[src/rtl/stopwatch_disp_pkg.sv]
// Shared constants for the stopwatch 7-segment display path.
// Segment patterns are active-low {g,f,e,d,c,b,a}; slots use the same encoding as the digit select.
package stopwatch_disp_pkg;

    localparam logic [6:0] SEG_0    = 7'h40;
    localparam logic [6:0] SEG_1    = 7'h79;
    localparam logic [6:0] SEG_2    = 7'h24;
    localparam logic [6:0] SEG_3    = 7'h30;
    localparam logic [6:0] SEG_4    = 7'h19;
    localparam logic [6:0] SEG_5    = 7'h12;
    localparam logic [6:0] SEG_6    = 7'h02;
    localparam logic [6:0] SEG_7    = 7'h78;
    localparam logic [6:0] SEG_8    = 7'h00;
    localparam logic [6:0] SEG_9    = 7'h10;
    localparam logic [6:0] SEG_DASH = 7'h3F;
    localparam logic [6:0] SEG_OFF  = 7'h7F;

    localparam logic [1:0] SLOT_SEC_ONES = 2'd0;
    localparam logic [1:0] SLOT_SEC_TENS = 2'd1;
    localparam logic [1:0] SLOT_MIN_ONES = 2'd2;
    localparam logic [1:0] SLOT_MIN_TENS = 2'd3;

endpackage

[src/rtl/bcd_to_seg7.sv]
// Combinational BCD to active-low 7-segment decoder; non-decimal codes show a dash.
module bcd_to_seg7
    import stopwatch_disp_pkg::*;
(
    input  logic [3:0] bcd_i,
    output logic [6:0] seg_o
);

    always_comb begin
        seg_o = SEG_DASH;
        case (bcd_i)
            4'd0:    seg_o = SEG_0;
            4'd1:    seg_o = SEG_1;
            4'd2:    seg_o = SEG_2;
            4'd3:    seg_o = SEG_3;
            4'd4:    seg_o = SEG_4;
            4'd5:    seg_o = SEG_5;
            4'd6:    seg_o = SEG_6;
            4'd7:    seg_o = SEG_7;
            4'd8:    seg_o = SEG_8;
            4'd9:    seg_o = SEG_9;
            default: seg_o = SEG_DASH;
        endcase
    end

endmodule

[src/rtl/stopwatch_display_mux.sv]
// Time-multiplexes four snapshotted BCD digits onto a common-anode display with a ghosting guard
// window and adjust-mode blink; all outputs registered, one cycle behind the scan state.
module stopwatch_display_mux
    import stopwatch_disp_pkg::*;
#(
    parameter int REFRESH_DIV = 100000,
    parameter int GUARD       = 2000,
    parameter int BLINK_DIV   = 25000000
) (
    input  logic       clk_c,
    input  logic       reset_c,
    input  logic       adj,
    input  logic [1:0] sel,
    input  logic [3:0] min_tens,
    input  logic [3:0] min_ones,
    input  logic [3:0] sec_tens,
    input  logic [3:0] sec_ones,
    output logic [6:0] seg,
    output logic       dp,
    output logic [3:0] an
);

    localparam int REF_W   = $clog2(REFRESH_DIV);
    localparam int BLINK_W = $clog2(BLINK_DIV + 1);

    logic [REF_W-1:0]   ref_cnt_q, ref_cnt_d;
    logic [1:0]         slot_q, slot_d;
    logic [BLINK_W-1:0] blink_cnt_q, blink_cnt_d;
    logic               blink_on_q, blink_on_d;
    logic [3:0][3:0]    snap_q, snap_d;
    logic [3:0]         an_q, an_d;
    logic [6:0]         seg_q, seg_d;
    logic               dp_q, dp_d;

    logic       ref_wrap;
    logic       in_guard;
    logic       blanked;
    logic [6:0] digit_seg;

    bcd_to_seg7 u_dec (
        .bcd_i (snap_q[slot_q]),
        .seg_o (digit_seg)
    );

    always_comb begin
        ref_wrap  = (ref_cnt_q == REF_W'(REFRESH_DIV - 1));
        ref_cnt_d = ref_wrap ? '0 : ref_cnt_q + 1'b1;
        slot_d    = ref_wrap ? slot_q + 2'd1 : slot_q;

        // Latch a whole frame at the end of the last slot so a scan never mixes two times.
        snap_d = snap_q;
        if (ref_wrap && (slot_q == SLOT_MIN_TENS)) begin
            snap_d[SLOT_SEC_ONES] = sec_ones;
            snap_d[SLOT_SEC_TENS] = sec_tens;
            snap_d[SLOT_MIN_ONES] = min_ones;
            snap_d[SLOT_MIN_TENS] = min_tens;
        end

        blink_cnt_d = '0;
        blink_on_d  = 1'b1;
        if (adj) begin
            if (blink_cnt_q == BLINK_W'(BLINK_DIV - 1)) begin
                blink_cnt_d = '0;
                blink_on_d  = ~blink_on_q;
            end else begin
                blink_cnt_d = blink_cnt_q + 1'b1;
                blink_on_d  = blink_on_q;
            end
        end

        in_guard = (ref_cnt_q < REF_W'(GUARD));
        blanked  = adj && !blink_on_q && (slot_q == sel);

        an_d  = in_guard ? 4'b1111 : ~(4'b0001 << slot_q);
        seg_d = (in_guard || blanked) ? SEG_OFF : digit_seg;
        dp_d  = !((slot_q == SLOT_MIN_ONES) && !adj && !in_guard);
    end

    always_ff @(posedge clk_c or posedge reset_c) begin
        if (reset_c) begin
            ref_cnt_q   <= '0;
            slot_q      <= '0;
            blink_cnt_q <= '0;
            blink_on_q  <= 1'b1;
            snap_q      <= '0;
            an_q        <= 4'b1111;
            seg_q       <= SEG_OFF;
            dp_q        <= 1'b1;
        end else begin
            ref_cnt_q   <= ref_cnt_d;
            slot_q      <= slot_d;
            blink_cnt_q <= blink_cnt_d;
            blink_on_q  <= blink_on_d;
            snap_q      <= snap_d;
            an_q        <= an_d;
            seg_q       <= seg_d;
            dp_q        <= dp_d;
        end
    end

    assign an  = an_q;
    assign seg = seg_q;
    assign dp  = dp_q;

endmodule

[config.mk]
export PLATFORM = sky130hd
export DESIGN_NAME = stopwatch_display_mux
export DESIGN_NICKNAME = d
export VERILOG_FILES = /design/src/rtl/stopwatch_disp_pkg.sv /design/src/rtl/bcd_to_seg7.sv /design/src/rtl/stopwatch_display_mux.sv
export SDC_FILE = /design/constraint.sdc
export NUM_CORES = 1
export LEC_CHECK = 0
export ABC_CLOCK_PERIOD_IN_PS = 3260
export BUFFER_PORTS_ARGS = -buffer_cell sky130_fd_sc_hd__buf_2
export CAP_MARGIN = 20
export CORE_UTILIZATION = 45
export CTS_CLUSTER_SIZE = 10
export DETAILED_ROUTE_END_ITERATION = 16
export PLACE_DENSITY_LB_ADDON = 0.3
export SYNTH_ARGS = -nofsm -noshare
export SYNTH_HDL_FRONTEND = slang
export SYNTH_SLANG_ARGS = --single-unit
[constraint.sdc]
create_clock -name clk_c -period 3.26 [get_ports clk_c]
set_clock_uncertainty 0.2 [all_clocks]
set_input_delay 0.489 -clock clk_c [delete_from_list [all_inputs] [get_ports clk_c]]
set_output_delay 0.489 -clock clk_c [all_outputs]
set_load 0.01 [all_outputs]
==> results.yml <==
critical_path:
  worstPathArrival_ns: 2.52
  critical_path_required_ns: 3.29
  cpPeakStageDelay_ns: 0.50
  worstReg2RegStart: "ref_cnt_q[0]"
  slowest_stage: "nand2_1"
  worstSetupEndpointType: "flop"
  reg2reg_slack_ns: 0.78
  crit_chain: "ha_1 -> and4_1 -> and4b_1 -> buf_4 -> nand2_1 -> mux2_2"
  cp_max_fo: 16
  crit_path_start_kind: "flop"
  worstRegToRegCells: 6
  worstSetupPathType: "reg -> reg"
  r2r-end: "snap_q[7]"
route:
  routed_wl_um: 6190
  wl_per_cell_um: 13.5
  drcViolationCount: 0
  drt_iter0_drc: 89
  antenna_left: 0
  vias_per_cell: 5.35
  vias: 2455
  dr.pass1.iters: 6
timing:
  slew_viol_final: 0
  tns_ns: 0
  report.final.setup_viol: 0
  rsz0062_at_grt: "no"
  slew_headroom_pct: 50.5
  hold_viol_final: 0
  post-route-period-util_pct: 76.2
  fin_crit_ns: 2.48
  worst_slew_pin_slew_ns: 0.741
  fmax_mhz: 403
clock_tree:
  post_cts_buffers: 0
  clockBufferDepth: 2
  htree_num_levels: 3
  cts_hold_buf: 0
  clk_latency_ns: 0.35
  cts.clk_slew.worst_paths_ns: 0.08
  cts_root_buf: "clkbuf_8"
  cts_buffers: 9
  cts_tree: "done"
  ctsResizeCount: 0
  clock-sinks: 73
finish:
  layoutNonFillerInstCount: 459
  syn_to_final_growth_pct: 12.2
  fillers: 663
  fin_nets: 387
  drive_gt1_share_pct: 23.9
  diodes: 0
pwr:
  p_sw_share_pct: 23.2
  p_leak_nw: 1.63
  peakVddDrop_v: 0.000300
  pwr-share-comb_pct: 4.8
  pwr-share-seq_pct: 58.2
  p_int_w: 0.00122
  clockPowerShare_pct: 37.1
  p_per_area_mw_per_mm2: 406
  p_sw_w: 0.000370
logic_synthesis:
  synth_warnings: 0
  syn_area_mm2: 0.00350
  ys_dominant_reg_cell: "dfrtp_1"
  yosysSeqAreaShare_pct: 52.6
  synth-seq-cells: 73
  ys_types: 39
  avgSynthCellArea_um2: 10.9
  async_flop_share_pct: 100
  synth_fp_nets: 352
  syn_inst: 320
  synth-edff-count: 0
grt:
  grt_antenna_before_repair: 0
  grt_use_total_pct: 17.0
  grt_pass1_wl_um: 11000
  overflow: 0
  grt_max_degree: 40
  grt_pass1_vias: 2443
floorplan:
  chipHeight_um: 90.2
  die_area_mm2: 0.00814
  coreArea_mm2: 0.00737
  rows: 31
  die_w_um: 90.2
  ios: 33
  start_util_pct: 47.5
place:
  dp.final_hpwl_um: 4440
  placedCellCount: 443
  portBuffers: 32
  gp_congestion: 0.778
run:
  cap_violations: 0
run_status:
  outcome: "finished clean"
hold_path:
  min_path_type: "in -> async"
power groups by stage:
stage / Combinational (W) / Clock (W) / Sequential [W]
4_1_cts: 0.0000777 / 0.000617 / 0.000927
3_5_place_dp: 0.0000776 / 0 / 0.000944
2_1_floorplan: 0.0000494 / 0 / 0.000941
5_1_grt: 0.0000867 / 0.000649 / 0.000929
3_3_place_gp: 0.0000753 / 0 / 0.000943
6_report: 0.0000758 / 0.000591 / 0.000927
worst max-delay path, delay by kind of cell (launching register included):
kind                     cells  cell delay (ns)
multiplexers                 1             0.42
adder cells (fa/ha/maj)      1             0.23
AND/OR/NAND/NOR              3             0.95
flip-flops                   1             0.39
buffers and inverters        1             0.17
worst max path at each step:
stage / slack (ns) / to / start / cells after the start
floorplan: 0.74 / blink_cnt_q[0] / reset_c / 1
global placement: 0.83 / snap_q[0] / ref_cnt_q[0] / 6
detailed placement: 0.76 / snap_q[7] / ref_cnt_q[0] / 6
finish: 0.78 / snap_q[7] / ref_cnt_q[0] / 6
CTS: 0.75 / snap_q[7] / ref_cnt_q[0] / 6
global route: 0.64 / snap_q[7] / ref_cnt_q[0] / 6
synth_stat cells (all sizes together), types with 2 or more instances:
cell type  number  area (um2)
a21oi          18        90.1
and2            2        12.5
and3            5        31.3
and4            3        26.3
buf             6        35.0
clkbuf          6        22.5
dfrtp          60        1500
dfstp          13         342
ha             11         138
inv            15        56.3
mux2           16         180
mux4            4        90.1
nand2          20        75.1
nand2b          3        18.8
nand3          10        55.1
nand4          14         103
nor2           27         101
nor2b           2        12.5
nor3            5        25.0
nor4b           3        26.3
o21ai          19        95.1
o31ai           6        45.0
or3             9        56.3
or4             9        71.3
xnor2          16         140
xor2           11        96.3
cell type report:
cell class / count / area [um2] / area share, %
clock buffers: 12 / 135 / 3.44
well taps: 99 / 124 / 3.15
multi-input cells: 220 / 1550 / 39.4
repair buffers: 36 / 203 / 5.16
clock inverters: 4 / 22.5 / 0.573
inverters: 15 / 56.3 / 1.43
flip-flops and latches: 73 / 1840 / 46.9
logic make-up after synthesis:
group	share of synthesized area [%]
AO/OA/AOI/OAI	7.57
flip-flops	52.6
adder cells (fa/ha/maj)	3.93
buffers and inverters	3.25
XOR/XNOR	6.75
multiplexers	7.71
AND/OR/NAND/NOR	18.2
per-stage QoR:
step | power, W | area, um2 | util [%] | hold slack [ns] | setup slack (ns)
3_5_place_dp | 0.00102 | 3770 | 51.2 | 0.249 | 0.756
6_report | 0.00159 | 3930 | 53.3 | 0.0708 | 0.776
4_1_cts | 0.00162 | 3930 | 53.3 | 0.0725 | 0.750
3_3_place_gp | 0.00102 | 3770 | 51.2 | 0.238 | 0.831
5_1_grt | 0.00166 | 3930 | 53.3 | 0.120 | 0.635
2_1_floorplan | 0.000991 | 3500 | - | 0.224 | 0.739
layer usage:
layer	vias up	routed length (um)	track usage, %
li1	1205	-	-
met1	1208	2910	21.7
met2	32	2960	27.4
met4	0	114	6.18
met5	-	0	0
met3	10	208	5.16
layout by cell type (no fill, tap or decap), types with 11 or more instances in the layout:
cell type,n
a21oi_1,18
buf_2,32
dfrtp_1,60
dfstp_2,13
ha_1,11
inv_1,14
mux2_2,16
nand2_1,20
nand4_1,13
nor2_1,27
o21ai_0,18
xnor2_1,16
xor2_1,11
flip-flops by register name, indices dropped and copies added (netlist names):
name / flops
an: 4
blink_cnt_q: 25
blink_on_q: 1
dp: 1
ref_cnt_q: 17
seg: 7
slot_q: 2
snap_q: 16
Note: power is estimated with default switching activity, not from simulation.
